--- src/rtl/shift_reg_pkg.sv ---
// Shared mode encodings and default prescaler divide for the universal shift register.
package shift_reg_pkg;

  typedef enum logic [1:0] {
    SHL = 2'b00,
    SHR = 2'b01,
    ROL = 2'b10,
    ROR = 2'b11
  } mode_e;

  localparam int TICK_DIV_DEF = 33554432;

endpackage

--- src/rtl/tick_gen.sv ---
// Free-running prescaler: TICK is a registered one-cycle pulse every TICK_DIV cycles.
// The pulse appears in the cycle after the counter sits at TICK_DIV-1; reset discards the partial count.
module tick_gen
  import shift_reg_pkg::*;
#(
  parameter int TICK_DIV = TICK_DIV_DEF
) (
  input  logic CLK,
  input  logic R_N,
  output logic TICK
);

  localparam int CW = (TICK_DIV > 1) ? $clog2(TICK_DIV) : 1;
  localparam logic [CW-1:0] LAST = CW'(TICK_DIV - 1);

  logic [CW-1:0] cnt_q, cnt_d;
  logic          tick_q, tick_d;
  logic          wrap;

  assign wrap = (cnt_q == LAST);

  always_comb begin
    cnt_d  = wrap ? '0 : cnt_q + 1'b1;
    tick_d = wrap;
  end

  always_ff @(posedge CLK) begin
    if (!R_N) begin
      cnt_q  <= '0;
      tick_q <= 1'b0;
    end else begin
      cnt_q  <= cnt_d;
      tick_q <= tick_d;
    end
  end

  assign TICK = tick_q;

endmodule

--- src/rtl/shift_reg_univ.sv ---
// Universal shift/rotate register with parallel load, tick-qualified stepping and a saturating step count.
// All state is registered; a load or step takes effect at the edge it is presented, LOAD beats a step.
module shift_reg_univ
  import shift_reg_pkg::*;
#(
  parameter int WIDTH    = 8,
  parameter int TICK_DIV = TICK_DIV_DEF
) (
  input  logic                       CLK,
  input  logic                       R_N,
  input  logic                       CE,
  input  logic [1:0]                 MODE,
  input  logic                       SLI,
  input  logic                       SRI,
  input  logic                       LOAD,
  input  logic [WIDTH-1:0]           D,
  output logic [WIDTH-1:0]           Q,
  output logic                       SLO,
  output logic                       SRO,
  output logic                       TICK,
  output logic [$clog2(WIDTH+1)-1:0] SCNT,
  output logic                       FULL
);

  localparam int SW = $clog2(WIDTH + 1);
  localparam logic [SW-1:0] SMAX = SW'(WIDTH);

  logic [WIDTH-1:0] q_q, q_d;
  logic [SW-1:0]    scnt_q, scnt_d;
  logic             full_q, full_d;
  logic             tick;

  tick_gen #(
    .TICK_DIV(TICK_DIV)
  ) u_tick_gen (
    .CLK (CLK),
    .R_N (R_N),
    .TICK(tick)
  );

  always_comb begin
    q_d    = q_q;
    scnt_d = scnt_q;
    full_d = full_q;
    if (LOAD) begin
      q_d    = D;
      scnt_d = '0;
      full_d = 1'b0;
    end else if (CE && tick) begin
      case (mode_e'(MODE))
        SHL:     q_d = {q_q[WIDTH-2:0], SLI};
        SHR:     q_d = {SRI, q_q[WIDTH-1:1]};
        ROL:     q_d = {q_q[WIDTH-2:0], q_q[WIDTH-1]};
        ROR:     q_d = {q_q[0], q_q[WIDTH-1:1]};
        default: q_d = q_q;
      endcase
      // Count saturates so FULL stays asserted after WIDTH or more steps.
      if (scnt_q != SMAX) scnt_d = scnt_q + 1'b1;
      full_d = (scnt_d == SMAX);
    end
  end

  always_ff @(posedge CLK) begin
    if (!R_N) begin
      q_q    <= '0;
      scnt_q <= '0;
      full_q <= 1'b0;
    end else begin
      q_q    <= q_d;
      scnt_q <= scnt_d;
      full_q <= full_d;
    end
  end

  assign Q    = q_q;
  assign SLO  = q_q[WIDTH-1];
  assign SRO  = q_q[0];
  assign TICK = tick;
  assign SCNT = scnt_q;
  assign FULL = full_q;

endmodule

--- config.mk ---
export PLATFORM = sky130hd
export DESIGN_NAME = shift_reg_univ
export DESIGN_NICKNAME = d
export VERILOG_FILES = /design/src/rtl/shift_reg_pkg.sv /design/src/rtl/tick_gen.sv /design/src/rtl/shift_reg_univ.sv
export SDC_FILE = /design/constraint.sdc
export NUM_CORES = 1
export LEC_CHECK = 0
export BUFFER_PORTS_ARGS = -buffer_cell sky130_fd_sc_hd__buf_2
export CAP_MARGIN = 20
export CORE_MARGIN = 2
export CORE_UTILIZATION = 51
export DETAILED_ROUTE_END_ITERATION = 7
export PLACE_DENSITY = 0.75
export SKIP_LAST_GASP = 1
export SLEW_MARGIN = 20
export SYNTH_ARGS = -nofsm -noshare
export SYNTH_HDL_FRONTEND = slang
export SYNTH_SLANG_ARGS = --single-unit
--- constraint.sdc ---
create_clock -name CLK -period 2.5 [get_ports CLK]
set_input_delay 0.5 -clock CLK [delete_from_list [all_inputs] [get_ports CLK]]
set_output_delay 0.5 -clock CLK [all_outputs]
set_load 0.02 [all_outputs]
---- Word level (Yosys, flattened, before mapping) ----
Index checks and enable logic that the tools add are counted.
operators by class
  muxes and demuxes ....................... 6
  reductions and logical operators ........ 5
  eq/ne operators ......................... 6
  bitwise logic cells ..................... 1
  add/sub/neg operators ................... 2
operators by type and width
  operator                                              count
  one-hot mux 8 bit (4 select lines)                    1
  adder 25 x 1 -> 25 bit (second input constant)        1
  equality test 25 bit (second input constant)          1
  2-to-1 mux 8 bit                                      2
  2-to-1 mux 4 bit                                      3
  adder 4 x 1 -> 4 bit (second input constant)          1
  equality test 2 bit (second input constant)           2
  equality test 4 bit (second input constant)           1
  != test 4 bit (second input constant)                 1
  OR reduction 2 bit                                    2
  equality test 2 x 1 -> 1 bit (second input constant)  1
  zero test 2 bit                                       1
  nonzero test 2 bit                                    1
  logical AND 1 bit                                     1
  NOT 1 bit                                             1
storage, ports and cells
  word-level logic and storage cells ...... 25
  output and inout port bits .............. 16
  bits in registers ....................... 39
  input bits .............................. 16

---- Logic depth before layout (Yosys ltp) ----
  depth after elaboration ................. 5
  mapped depth ............................ 6
  depth with buffers taken out ............ 6

---- Hierarchy ----
Synthesis repeated with hierarchy kept, for this count alone.
unflattened totals
  cell total of the unflattened synthesis .. 227
  area, all modules ....................... 1,996.9 sq um
by module, submodules not included
  module          area an instance (sq um)  times used  seq. area each (sq um)  cells an instance
  tick_gen        1,199.9                   1           520.5                   133
  shift_reg_univ  797.0                     1           260.2                   94

---- Worst setup path after synthesis ----
No wires, ideal clock.
  path kind ............................... register to register
  start ................................... reg u_tick_gen.cnt_q[0]
  end ..................................... reg u_tick_gen.cnt_q[10]
  cell stages (with the launch flop) ...... 7
  data arrival time ....................... 1,808 ps
  slack ................................... 575 ps
  required time ........................... 2,383 ps
  period minus slack after synthesis ...... 1,925 ps
  buffers on the path ..................... 1
  setup time .............................. 117 ps
  cells stage by stage .................... dfxtp_1 -> ha_1 -> and4_1 -> nand3_1 -> o41ai_4 -> buf_2 -> nor2_1
on the way
  longest elaborated chain between the ends .. 2
  elaborated cells on any way between the ends .. 3
  those cells by class .................... add/sub: 1; eq/ne: 1; reduce/logical: 1
ends and longest elaborated chain
  what                                                                            line            RTL
  start, declared                                                                 tick_gen.sv:16  logic [CW-1:0] cnt_q, cnt_d;
  start signal, assigned                                                          tick_gen.sv:32  cnt_q <= cnt_d;
  parallel branches: the longest is 2 deep, another holds adder 25 x 1 -> 25 bit  -
Parallel ways; which one is timed is not known.
A chain may end at the register's enable or synchronous reset.

---- Worst setup path in the final report ----
  start ................................... reg u_tick_gen.cnt_q[3]
  end ..................................... reg u_tick_gen.cnt_q[23]
The elaborated chain is that of the path after synthesis.

==> results.ini <==
[worst_setup_path]
slowest_delay_ps=660
r2r_cells=4
critPathArrivalTime_ps=2230
critical_path_class=reg -> reg
r2r-end=u_tick_gen.cnt_q[23]
r2r_slack_ps=500
rr_startpoint=u_tick_gen.cnt_q[3]
start_kind=flop
path_cells=nand4_2 > or4_1 > or4_4 > a21oi_2
cpLargestDelayFamily=simple AND/OR/NAND/NOR gates
required_ps=2730
timing.critical_path.buf_inv=0
cp_max_fo=9
cp_slowest_cell=or4_1
end_kind=flop

[synthesis]
synth-edff-count=0
muxShareOfSynthArea_pct=4.84
synth_top_family_by_area=simple AND/OR/NAND/NOR gates
synthXorXnorAreaFrac_pct=6.49
yosys-top-cells-area=dfxtp_1 (41%), a21oi_1 (6.6%), nand2_1 (5.6%)
synth-simple-area-share_pct=24.9
yosysWarnings=0
netlist.top_cell.by_area=dfxtp_1
syn_area_mm2=0.00189
avgSynthCellArea_um2=8.35
synth-seq-area-share_pct=41.4
synth_compound_area_share_pct=16.6
syn-num-nets=245
yosysTopAreaCellShare_pct=41.4
syn_inst=226
yosysMostFrequentCell=dfxtp_1
synthAdderAreaFrac_pct=1.99
async_flop_share_pct=0
postSynthRegisterBits=39
synth_ff_type=dfxtp_1
synthDistinctLibCells=32
synth_common_cells=dfxtp_1 (39), nand2_1 (28), a21oi_1 (25)

[timing]
setup_violations=0
relSlewSlack_pct=58.2
tns_ps=0
hold_viol=0
holdWs_ps=447
fin_skew_ps=5.79
setup_ws_ps=501
min_period_ps=2000
worst_slew_pin_slew_ps=627
finalMaxSlewViolations=0
rsz0062_at_grt=false
timing.fmax_ghz=0.500
period_share_pct=80.0

[routing]
wl_per_cell_um=12.2
drtIter0Drc=61
viasPerCell=5.44
routed_wl_mm=3.71
drc=0
antenna_left=0
drtPass1Iterations=6
via_count=1655

[die]
fp-row-count=22
dieWidth_um=64.8
dieArea_mm2=0.00420
core_area_mm2=0.00361
start_util_pct=52.4
die_h_um=64.8
pin_count=32

[finish]
final_util_pct=59.5
antennaDiodeCount=0
final_nets=274
area_growth_pct=13.6
drive_gt1_share_pct=17.2

[cts]
holdBufCountCts=0
cts.reportedPaths.clkPinSlew_ps=70
cts-htree-levels=2
cts_setup_buffers=0
cts_buffer_depth=2
tritoncts=built
cts.sinks=39
cts_root_buf=clkbuf_8
clock_latency_ps=290
cts_buffers=5
ctsResizeCount=0

[power]
ir_drop_uv=480
switchingPower_uw=267
intPower_uw=862
power.density_mw_per_mm2=526
combPwrFrac_pct=7.2
sw_frac_of_total_pct=23.7
clkPwrFrac_pct=35.6
power_uw=1130
leakage_uw=0.000807
power_frac_seq_pct=57.2

[place]
dpl_worst_slack_ps=516
hpwl_mm=2.69
port_buffers=31
gp_congestion=0.874

[grt]
antenna_found_initial=0
grt_pass1_vias=1432
gr-usage-all-layers_pct=18.8
grt_pass1_wl_mm=6.11
overflow=0
grt_max_degree=20

[min_path]
worst_hold_path.endpoint=Q[6]
whs_path_depth=3
worstHoldPathType=in -> reg
hold_start=D[6]

[run_status]
outcome=completed

[run]
drv_cap=0

## worst max-delay path by stage
stage / slack, ps / to / startpoint / depth (start not counted)
floorplan: 570 / u_tick_gen.cnt_q[10] / u_tick_gen.cnt_q[0] / 6
global placement: 540 / u_tick_gen.cnt_q[23] / u_tick_gen.cnt_q[3] / 4
global route: 360 / u_tick_gen.cnt_q[3] / u_tick_gen.cnt_q[13] / 5
detailed placement: 520 / u_tick_gen.cnt_q[23] / u_tick_gen.cnt_q[3] / 4
finish: 500 / u_tick_gen.cnt_q[23] / u_tick_gen.cnt_q[3] / 4
CTS: 500 / u_tick_gen.cnt_q[23] / u_tick_gen.cnt_q[3] / 4
## registers in the layout, indices dropped and copies added, names as in the netlist
register	count
u_tick_gen.cnt_q	25
Q	8
SCNT	4
FULL	1
u_tick_gen.TICK	1
## logic make-up after synthesis
family | after synthesis
buffers and inverters | 17
and+or+nand+nor | 93
muxes | 9
xor gates and xnor gates | 14
AOI/OAI and AO/OA | 51
adders and majority gates | 3
DFF | 39
## stage by stage
| step | area [um^2] | std cells |
|---|---|---|
| after global placement | 2060 | 296 |
| after floorplan | 1890 | 226 |
| after CTS | 2140 | 304 |
| after detailed placement | 2060 | 296 |
| after global routing | 2140 | 304 |
| final | 2140 | 304 |
## cell usage in the layout, fill, tap and decap left out, drive strengths merged, types with 5 or more instances in the layout
master and n:
a21oi 26, or3 9, o211ai 6, nand2 28, mux2i 8, buf 32, inv 6, xnor2 9
o21ai 12, dfxtp 39, clkbuf 7, xor2 5, nand3 12, or4 6, nor2 19
## layer usage
metal | wire length (um) | part of all wire [%] | track usage, % | vias to the layer above
li1 | - | - | - | 860
met1 | 1720 | 46 | 22.1 | 765
met2 | 1820 | 49 | 32.1 | 23
met3 | 120 | 3.2 | 4.17 | 7
met4 | 57 | 1.5 | 9.57 | 0
met5 | 0 | 0 | 0 | -
## cell type report
type,count,area [um^2]
flip-flops and latches,39,781
well taps,48,60.1
fillers,346,1460
inverters,7,26.3
repair buffers,32,163
clock buffers,7,76.3
clock inverters,1,5.00
multi-input cells,170,1030
## worst reg2reg max path, cell delays in order, from the launching register on
cell and delay, ps:
dfxtp_1 420, nand4_2 180, or4_1 660, or4_4 530
a21oi_2 130
## power by group through the flow
stage | logic [uW] | clock network, uW | registers, uW
3_3_place_gp | 81.3 | 0 | 659
2_1_floorplan | 45.8 | 0 | 666
3_5_place_dp | 81.9 | 0 | 660
4_1_cts | 82.3 | 411 | 645
6_report | 81.6 | 402 | 645
5_1_grt | 90.8 | 434 | 647
(Power assumes the default switching activity.)
